===== src/rtl/packet_forwarder.sv =====
// rtl/packet_forwarder.sv - drains a packet-memory buffer onto an AXI-Stream master port
module packet_forwarder #(
    parameter int FWD_DATA_WIDTH = 64,
    parameter int FWD_ADDR_WIDTH = 9,
    parameter int PLEN_WIDTH     = 32
) (
    input  logic                        clk,
    input  logic                        rst,
    output logic                        rdy_for_fwd,
    input  logic                        rdy_for_fwd_ack,
    input  logic [PLEN_WIDTH-1:0]       fwd_byte_len,
    output logic [FWD_ADDR_WIDTH-1:0]   fwd_addr,
    output logic                        fwd_rd_en,
    input  logic [FWD_DATA_WIDTH-1:0]   fwd_rd_data,
    output logic                        fwd_done,
    output logic [FWD_DATA_WIDTH-1:0]   fwd_TDATA,
    output logic [FWD_DATA_WIDTH/8-1:0] fwd_TKEEP,
    output logic                        fwd_TVALID,
    input  logic                        fwd_TREADY,
    output logic                        fwd_TLAST
);
    localparam int BYTES = FWD_DATA_WIDTH / 8;
    localparam int SH    = $clog2(BYTES);
    localparam int CW    = FWD_ADDR_WIDTH + 1;
    localparam int DEPTH = 1 << FWD_ADDR_WIDTH;

    typedef enum logic [1:0] {IDLE, SEND, DONE} state_t;

    state_t                    state_q, state_d;
    logic                      rdy_q, rdy_d;
    logic [CW-1:0]             cnt_q, cnt_d;
    logic [CW-1:0]             w_q, w_d;
    logic [BYTES-1:0]          keep_last_q, keep_last_d;
    logic                      pend_q, pend_d;
    logic                      pend_last_q, pend_last_d;
    logic                      o_valid_q, o_valid_d;
    logic [FWD_DATA_WIDTH-1:0] o_data_q, o_data_d;
    logic [BYTES-1:0]          o_keep_q, o_keep_d;
    logic                      o_last_q, o_last_d;
    logic                      s_valid_q, s_valid_d;
    logic [FWD_DATA_WIDTH-1:0] s_data_q, s_data_d;
    logic [BYTES-1:0]          s_keep_q, s_keep_d;
    logic                      s_last_q, s_last_d;

    logic [SH-1:0]             rem;
    logic [PLEN_WIDTH-1:0]     words;
    logic                      clamp;
    logic [CW-1:0]             w_new;
    logic [BYTES-1:0]          keep_new;
    logic                      hs;
    logic [1:0]                occ;
    logic                      issue;
    logic [BYTES-1:0]          in_keep;

    // Word count and final-beat byte mask derived from the offered packet length
    always_comb begin
        rem      = fwd_byte_len[SH-1:0];
        words    = (fwd_byte_len >> SH) + PLEN_WIDTH'(rem != '0);
        clamp    = words > PLEN_WIDTH'(DEPTH);
        w_new    = clamp ? CW'(DEPTH) : CW'(words);
        keep_new = '0;
        for (int b = 0; b < BYTES; b++) begin
            keep_new[b] = (b < int'(rem));
        end
        if (clamp || rem == '0) begin
            keep_new = '1;
        end
    end

    // Read issue, output/skid stage movement and packet state machine
    always_comb begin
        state_d     = state_q;
        cnt_d       = cnt_q;
        w_d         = w_q;
        keep_last_d = keep_last_q;
        o_valid_d   = o_valid_q;
        o_data_d    = o_data_q;
        o_keep_d    = o_keep_q;
        o_last_d    = o_last_q;
        s_valid_d   = s_valid_q;
        s_data_d    = s_data_q;
        s_keep_d    = s_keep_q;
        s_last_d    = s_last_q;

        hs      = o_valid_q && fwd_TREADY;
        // Occupancy counts every word that will need a slot: both registers plus the read in flight.
        occ     = 2'(o_valid_q) + 2'(s_valid_q) + 2'(pend_q);
        issue   = (state_q == SEND) && (cnt_q < w_q) && ((occ - 2'(hs)) < 2'd2);
        in_keep = pend_last_q ? keep_last_q : '1;

        pend_d      = issue;
        pend_last_d = issue && (cnt_q == w_q - CW'(1));
        if (issue) begin
            cnt_d = cnt_q + CW'(1);
        end

        if (!o_valid_q || hs) begin
            if (s_valid_q) begin
                o_valid_d = 1'b1;
                o_data_d  = s_data_q;
                o_keep_d  = s_keep_q;
                o_last_d  = s_last_q;
                s_valid_d = pend_q;
                if (pend_q) begin
                    s_data_d = fwd_rd_data;
                    s_keep_d = in_keep;
                    s_last_d = pend_last_q;
                end
            end else if (pend_q) begin
                o_valid_d = 1'b1;
                o_data_d  = fwd_rd_data;
                o_keep_d  = in_keep;
                o_last_d  = pend_last_q;
            end else begin
                o_valid_d = 1'b0;
                o_last_d  = 1'b0;
            end
        end else if (pend_q) begin
            s_valid_d = 1'b1;
            s_data_d  = fwd_rd_data;
            s_keep_d  = in_keep;
            s_last_d  = pend_last_q;
        end

        case (state_q)
            IDLE: begin
                if (rdy_q && rdy_for_fwd_ack) begin
                    w_d         = w_new;
                    keep_last_d = keep_new;
                    cnt_d       = '0;
                    state_d     = (w_new == '0) ? DONE : SEND;
                end
            end
            SEND: begin
                if (hs && o_last_q) begin
                    state_d = DONE;
                end
            end
            DONE:    state_d = IDLE;
            default: state_d = IDLE;
        endcase

        rdy_d = (state_d == IDLE);
    end

    // State and datapath registers with synchronous reset
    always_ff @(posedge clk) begin
        if (rst) begin
            state_q     <= IDLE;
            rdy_q       <= 1'b0;
            cnt_q       <= '0;
            w_q         <= '0;
            keep_last_q <= '0;
            pend_q      <= 1'b0;
            pend_last_q <= 1'b0;
            o_valid_q   <= 1'b0;
            o_data_q    <= '0;
            o_keep_q    <= '0;
            o_last_q    <= 1'b0;
            s_valid_q   <= 1'b0;
            s_data_q    <= '0;
            s_keep_q    <= '0;
            s_last_q    <= 1'b0;
        end else begin
            state_q     <= state_d;
            rdy_q       <= rdy_d;
            cnt_q       <= cnt_d;
            w_q         <= w_d;
            keep_last_q <= keep_last_d;
            pend_q      <= pend_d;
            pend_last_q <= pend_last_d;
            o_valid_q   <= o_valid_d;
            o_data_q    <= o_data_d;
            o_keep_q    <= o_keep_d;
            o_last_q    <= o_last_d;
            s_valid_q   <= s_valid_d;
            s_data_q    <= s_data_d;
            s_keep_q    <= s_keep_d;
            s_last_q    <= s_last_d;
        end
    end

    assign rdy_for_fwd = rdy_q;
    assign fwd_done    = (state_q == DONE);
    assign fwd_rd_en   = issue;
    assign fwd_addr    = cnt_q[FWD_ADDR_WIDTH-1:0];
    assign fwd_TVALID  = o_valid_q;
    assign fwd_TDATA   = o_data_q;
    assign fwd_TKEEP   = o_keep_q;
    assign fwd_TLAST   = o_last_q;
endmodule


===== config.mk =====
export PLATFORM = sky130hd
export DESIGN_NAME = packet_forwarder
export DESIGN_NICKNAME = d
export VERILOG_FILES = /design/src/rtl/packet_forwarder.sv
export SDC_FILE = /design/constraint.sdc
export NUM_CORES = 1
export LEC_CHECK = 0
export ABC_CLOCK_PERIOD_IN_PS = 3400
export BUFFER_PORTS_ARGS = -buffer_cell sky130_fd_sc_hd__buf_2
export CAP_MARGIN = 20
export CORE_MARGIN = 5
export CORE_UTILIZATION = 49
export DETAILED_ROUTE_END_ITERATION = 6
export PLACE_DENSITY = 0.8
export REMOVE_ABC_BUFFERS = 1
export SYNTH_ARGS = -nofsm -noshare
export SYNTH_HDL_FRONTEND = slang
export SYNTH_SLANG_ARGS = --single-unit

===== constraint.sdc =====
create_clock -name clk -period 3.4 [get_ports clk]
set_clock_uncertainty 0.15 [all_clocks]
set_input_delay 0.51 -clock clk [delete_from_list [all_inputs] [get_ports clk]]
set_output_delay 0.51 -clock clk [all_outputs]
set_load 0.1 [all_outputs]

==> summary.txt, run 1 <==
Run status
  • Result of the run: finished clean

Synth
  • Post-synthesis sequential area ratio: 0.421
  • Synthesized cell area: 8600 um2
  • Share of the synthesized area in the top cell type: 0.421
  • Synth Flop Type: dfxtp_1
  • Post-synthesis cell type count: 57
  • Most frequent cell after synthesis: nand2_1
  • Syn avg cell area: 8.19 um2
  • Number of flops mapped to enable cells by yosys: 0
  • Syn Inst Count: ~1100
  • Synth area leaders: dfxtp_1 (42%), nand2_1 (8.4%), mux2i_1 (8.0%)
  • Ys Warns: 0
  • Post-Synth Simple-Gate Area: 0.220
  • Post-synthesis xor/xnor area fraction: 0.0194
  • Post-synth top area cell: dfxtp_1
  • Largest family of logic cells by synthesized area: simple AND/OR/NAND/NOR gates
  • Asr flop ratio synth: 0
  • Mux share of post-synthesis cell area: 0.0803
  • Synth cell count leaders: nand2_1 (193), dfxtp_1 (181), nor2_1 (110)
  • Adder-cell share of the synthesized area: 0.0233
  • Flops & latches, synth: 181
  • Synth Area in Compound Gates: 0.188

Detailed routing
  • Final WL: roughly 23000 um
  • Drt pass-1 iters: 5
  • DRT antenna net count: 0
  • Remaining DRCs: 0
  • Initial DRC Count: 520
  • WL/cell: 15.7 um
  • Vias: ~7900
  • Vias per cell: 5.53

Global routing
  • Grt total ovfl: 0
  • Initial antenna violation count: 1
  • Vias in the first global route: approximately 7300
  • Largest net degree at the start of global routing: a little under 90
  • First-pass GRT wire length: around 36000 um
  • GRT Total Usage: 0.215

Floorplanning
  • I/O pin cnt: around 190
  • Die Wd: roughly 140 um
  • Rows: 48
  • Die area: slightly above 20000 um2
  • Die Y-Extent: approximately 140 um
  • Core box area: ~17000 um2
  • Starting Density: 0.499

Pwr
  • IR drop worst, VDD: between 0.0003 and 0.0004 V
  • Power Density: 444 nW/um2
  • Cell leakage power: between 3 and 4 nW

Timing
  • Final period util: 0.957
  • Max Fclk: roughly 310 MHz
  • # setup viols final: 0
  • Final min period: roughly 3.3 ns
  • Worst Tran Pin Value: 0.905 ns
  • Slew headroom: 0.396
  • Hold Violations, Final: 0
  • Slew Limit Fails: 0
  • Final setup margin: approximately 0.15 ns

Clock network
  • H-tree Lvls: 4
  • CTS root buf: clkbuf_16
  • TritonCTS Buffers: 17
  • Hold buffers post-CTS: 0
  • TritonCTS Sinks: 181
  • Clock buffer depth: 2
  • Reg clk slew, reported paths: 0.08 ns
  • CTS tree: yes
  • Worst skew pair latency: 0.43 ns

Critical path
  • Setup crit end kind: primary output
  • End of the critical path: fwd_rd_en
  • R2r worst-path depth: 10
  • Worst R2R Setup Slack: around 0.69 ns
  • Setup Crit Path Kind: reg -> out
  • Crit start category: flip-flop
  • Crit Reg-Reg Endpoint: cnt_q[4]$_SDFF_PP0_
  • Critical path required time: around 2.7 ns
  • Reg2Reg Launch Point: pend_q$_SDFF_PP0_
  • Worst Path Arrival: roughly 2.6 ns
  • Worst setup path start: pend_q$_SDFF_PP0_
  • Max FO, Critical Path: 6

Worst hold path
  • HP Class: in -> reg

Layout
  • Share of cells above drive strength 1: 0.216
  • Final nets: 1313
  • Post-layout util: 0.600
  • Area grow syn2layout: 20.4%
  • Final cell count without fillers: ~1400

Placed design
  • DPL Wire Length: 15700 um
  • Routability cong.: approximately 0.91
  • Buffers on Ports: roughly 190
  • Dpl ws: ~0.018 ns
  • Placed cells: between 1000 and 1500

Run
  • MaxCap Viol Count: 0
worst min-delay path by stage:
stage / from / end / slack, ns / cells past startpoint
after floorplan: s_data_q[0]$_SDFFE_PP0P_ / s_data_q[0]$_SDFFE_PP0P_ / 0.28 / 2
after global placement: fwd_TKEEP[0]$_SDFFE_PP0P_ / fwd_TKEEP[0]$_SDFFE_PP0P_ / 0.29 / 2
after detailed placement: fwd_TKEEP[6]$_SDFFE_PP0P_ / fwd_TKEEP[6]$_SDFFE_PP0P_ / 0.29 / 2
after CTS: fwd_rd_data[23] / s_data_q[23]$_SDFFE_PP0P_ / 0.16 / 3
after global routing: fwd_rd_data[33] / s_data_q[33]$_SDFFE_PP0P_ / 0.17 / 3
final: fwd_rd_data[46] / s_data_q[46]$_SDFFE_PP0P_ / 0.17 / 3
flip-flops by register name, summed over array words and instances (netlist names):
signal       flops
rdy_for_fwd      1
w_q             10
s_data_q        64
fwd_TVALID       1
pend_last_q      1
s_keep_q         8
s_valid_q        1
s_last_q         1
fwd_TKEEP        8
keep_last_q      8
fwd_TDATA       64
pend_q           1
state_q          2
cnt_q           10
fwd_TLAST        1
kinds of logic after synthesis:
group,Yosys count
adder cells (fa/ha/maj),16
buffers and inverters,98
AND/OR/NAND/NOR,419
flip-flops,181
XOR/XNOR,19
multiplexers,69
AO/OA/AOI/OAI,248
per-layer routing:
metal  track usage  routed length (um)
met1         0.283                9780
met2         0.351               10700
met3        0.0413                1490
met4        0.0805                 627
met5             0                   0
where the power goes:
| group | internal, W | total (W) | leakage, nW | switching (W) |
|---|---|---|---|---|
| combinational | 0.000136 | 0.000450 | 2.10 | 0.000314 |
| sequential | 0.00214 | 0.00216 | 1.46 | 0.0000162 |
| clock | 0.00106 | 0.00198 | 0.289 | 0.000924 |
placed cells by master (no fill, tap or decap), types with 4 or more instances in the layout:
cell type	count
mux2i_1	69
a311oi_1	5
xor2_1	4
clkinv_8	6
o21ai_0	22
nand2_1	192
nand4_1	15
clkbuf_16	17
o21a_1	4
and3_1	10
o2111ai_1	4
a21oi_1	89
nand3_1	22
xnor2_1	15
or3_1	8
buf_4	23
nor2_1	108
and2_1	4
ha_1	16
o31ai_1	6
buf_2	183
nor4_1	4
a211oi_1	81
and4_1	7
o22ai_1	6
nor2b_1	11
inv_1	17
nor3_1	12
or4_1	4
nor3b_1	5
dfxtp_1	178
worst max-delay path, cell delays in order (launching register included):
cell and delay (ns):
dfxtp_2 0.40, inv_1 0.11, ha_1 0.28, inv_1 0.03, ha_1 0.29, a21oi_2 0.17, xnor2_1 0.11, a211oi_2 0.18
o21a_1 0.19, nand2_2 0.10, inv_1 0.12, buf_12 0.18
area by class of cell:
class                   instances  area [um2]
diodes                          1        2.50
clock buffers                  17         425
flip-flops and latches        181        3630
fillers                      1494        6890
multi-input cells             771        4600
repair buffers                209        1150
inverters                      17        63.8
clock inverters                15         196
well taps                     225         282
metrics by stage:
step	cell area, um2	hold slack (ns)	power, W	TNS [ns]
4_1_cts	10300	0.155	0.00462	0
3_5_place_dp	9710	0.292	0.00265	0
2_1_floorplan	8250	0.280	0.00246	-542.07
6_report	10300	0.171	0.00459	0
3_3_place_gp	9710	0.286	0.00265	0
5_1_grt	10300	0.171	0.00475	-0.00312
what timing repair did:
item	CTS	global route
setup endpoints to repair	1	1
setup buffers	0	0
cloned	0	0
gates resized for setup	2	4
Power figures use the tool's default switching activity.
==> run 2: changes to the inputs <==
Settings changed: ABC_CLOCK_PERIOD_IN_PS 3400 to 3030, CORE_MARGIN 5 to default, CORE_UTILIZATION 49 to 55, GPL_ROUTABILITY_DRIVEN from default to 0, PLACE_DENSITY 0.8 to 0.85.
Clock period 3.4 ns to 3.03 ns, I/O delays scaled along.
==> summary.txt, run 2 (synthesis gave the netlist of run 1 again) <==
Placed design
  • Placed cells: 1389
  • Cell Area, Placed: 9920 um2
  • DPL Wire Length: 15300 um
  • Buffers on Ports: between 150 and 200

Critical path
  • Critical path required time: ~2.4 ns
  • Worst setup path start: w_q[1]$_SDFFE_PP0P_
  • Slowest stage cell, crit path: dfxtp_4
  • Crit start category: flip-flop
  • Cell Chain, Critical Path: inv_4, ha_4, nor2b_1, o21a_1, o21a_1, o21a_1, o211ai_1, nand2_2, inv_2, buf_12
  • Worst Path Arrival: ~2.4 ns
  • CP max stage delay: 0.37 ns
  • Setup Crit Path Kind: reg -> out
  • Setup crit end kind: primary output
  • Reg2Reg Launch Point: w_q[1]$_SDFFE_PP0P_
  • Cell mode on critical path: o21a_1
  • Cell family with most CP delay: compound AO/OA/AOI/OAI gates
  • Max FO, Critical Path: 3
  • Bufs and invs on worst path: 3

Run
  • MaxCap Viol Count: 0

Detailed routing
  • Remaining DRCs: 0
  • DRT antenna net count: 0
  • Vias: roughly 8300
  • Final WL: between 20000 and 25000 um
  • Vias per cell: approximately 5.8
  • Initial DRC Count: roughly 650
  • Drt pass-1 iters: 5
  • WL/cell: roughly 16 um

Pwr
  • IR drop worst, VDD: between 0.0005 and 0.0006 V
  • Switching pwr: 0.00133 W
  • Reg power frac: 0.463
  • Switch share: 0.255
  • Comb pwr share: 0.100
  • Power Density: a little under 500 nW/um2
  • Clock power frac: 0.437
  • Cell leakage power: a little over 4 nW
  • Int Pwr: between 0.003 and 0.004 W
  • Final Power: between 0.005 and 0.006 W

Layout
  • Share of cells above drive strength 1: 0.245
  • Final cell count without fillers: around 1400
  • Most frequent cells in the layout: nand2_1 (192), buf_2 (183), dfxtp_1 (173), nor2_1 (108), a21oi_1 (89)
  • Post-route cell area: 10700 um2
  • Most common cell after layout, fill and taps aside: nand2_1
  • Post-layout util: 0.702
  • Area grow syn2layout: 24.1%
  • Filler cells: 1180
  • Final nets: around 1300
  • Antenna Cells: 0

Floorplanning
  • Die Y-Extent: 127 um
  • I/O pin cnt: 186
  • Rows: 45
  • Core box area: about 15000 um2
  • Die Wd: about 130 um
  • Die area: approximately 16000 um2
  • Starting Density: 0.566

Global routing
  • Largest net degree at the start of global routing: 87
  • Grt total ovfl: 0
  • Vias in the first global route: ~7700
  • First-pass GRT wire length: 36500 um
  • GRT Total Usage: 0.282
  • Initial antenna violation count: 0

Timing
  • Final period util: 0.980
  • Slew headroom: 0.437
  • Worst Tran Pin Value: around 0.84 ns
  • Slew Limit Fails: 0
  • Hold Violations, Final: 0
  • # setup viols final: 0
  • Final min period: 2.97 ns
  • Max Fclk: approximately 340 MHz

Clock network
  • Worst skew pair latency: approximately 0.44 ns
  • CTS tree: yes
  • CTS root buf: clkbuf_16
  • Reg clk slew, reported paths: ~0.060 ns
  • Clock buffer depth: 2
  • TritonCTS Sinks: 181
  • Hold buffers post-CTS: 0
  • TritonCTS Buffers: 17
  • H-tree Lvls: 4

Worst hold path
  • Hold path start: fwd_rd_data[24]
  • HP Class: in -> reg

Run status
  • Result of the run: finished clean
[run 2: area by class of cell]
| cell class | count | area [um2] | area share |
|---|---|---|---|
| well taps | 188 | 235 | 0.0221 |
| clock inverters | 14 | 174 | 0.0163 |
| flip-flops and latches | 181 | 3640 | 0.342 |
| clock buffers | 18 | 439 | 0.0412 |
| repair buffers | 240 | 1470 | 0.138 |
| multi-input cells | 771 | 4640 | 0.435 |
| inverters | 17 | 68.8 | 0.00645 |
[run 2: worst paths after layout]
kind | cells after the start | slack [ns] | to
hold reg to reg | 2 | 0.30 | fwd_TKEEP[2]$_SDFFE_PP0P_
hold / removal | 3 | 0.11 | s_data_q[24]$_SDFFE_PP0P_
setup reg to reg | 10 | 0.45 | pend_last_q$_SDFF_PP0_
setup / recovery | 10 | 0.06 | fwd_rd_en
[run 2: stage by stage]
stage                     hold WS (ns)  setup TNS, ns  setup slack [ns]
after floorplan                  0.280        -603.34             -4.75
after global placement           0.287         -0.427           -0.0631
after detailed placement         0.290          -1.97            -0.140
after CTS                        0.103              0            0.0239
after global routing             0.111        -0.0210           -0.0210
final                            0.111              0            0.0616
[run 2: routing by layer]
| metal | part of all wire | vias up | global-route usage | routed length, um |
|---|---|---|---|---|
| li1 | - | 4079 | - | - |
| met1 | 0.43 | 3854 | 0.346 | 9570 |
| met2 | 0.48 | 330 | 0.479 | 10700 |
| met3 | 0.065 | 59 | 0.0628 | 1470 |
| met4 | 0.030 | 0 | 0.120 | 676 |
| met5 | 0 | - | 0 | 0 |
[run 2: repair_timing]
action,in CTS,in global routing
setup endpoints to repair,1,1
pin swaps,5,9
gates resized for setup,11,12
cloned,0,0
buffers inserted,4,4
[run 2: power by group through the flow]
stage	clock (W)	sequential, W	combinational, W
global route	0.00242	0.00242	0.000562
finish	0.00229	0.00242	0.000523
floorplan	0	0.00260	0.000161
global placement	0	0.00248	0.000502
CTS	0.00232	0.00242	0.000517
detailed placement	0	0.00248	0.000509
[run 2: worst reg2reg max path, stage by stage (launching register included)]
cell and delay [ns]:
dfxtp_4 0.37, inv_4 0.04, ha_4 0.19, nor2b_1 0.12, o21a_1 0.16, o21a_1 0.19
o21a_1 0.21, o211ai_1 0.28, nand2_2 0.12, buf_4 0.16, a2111oi_0 0.43
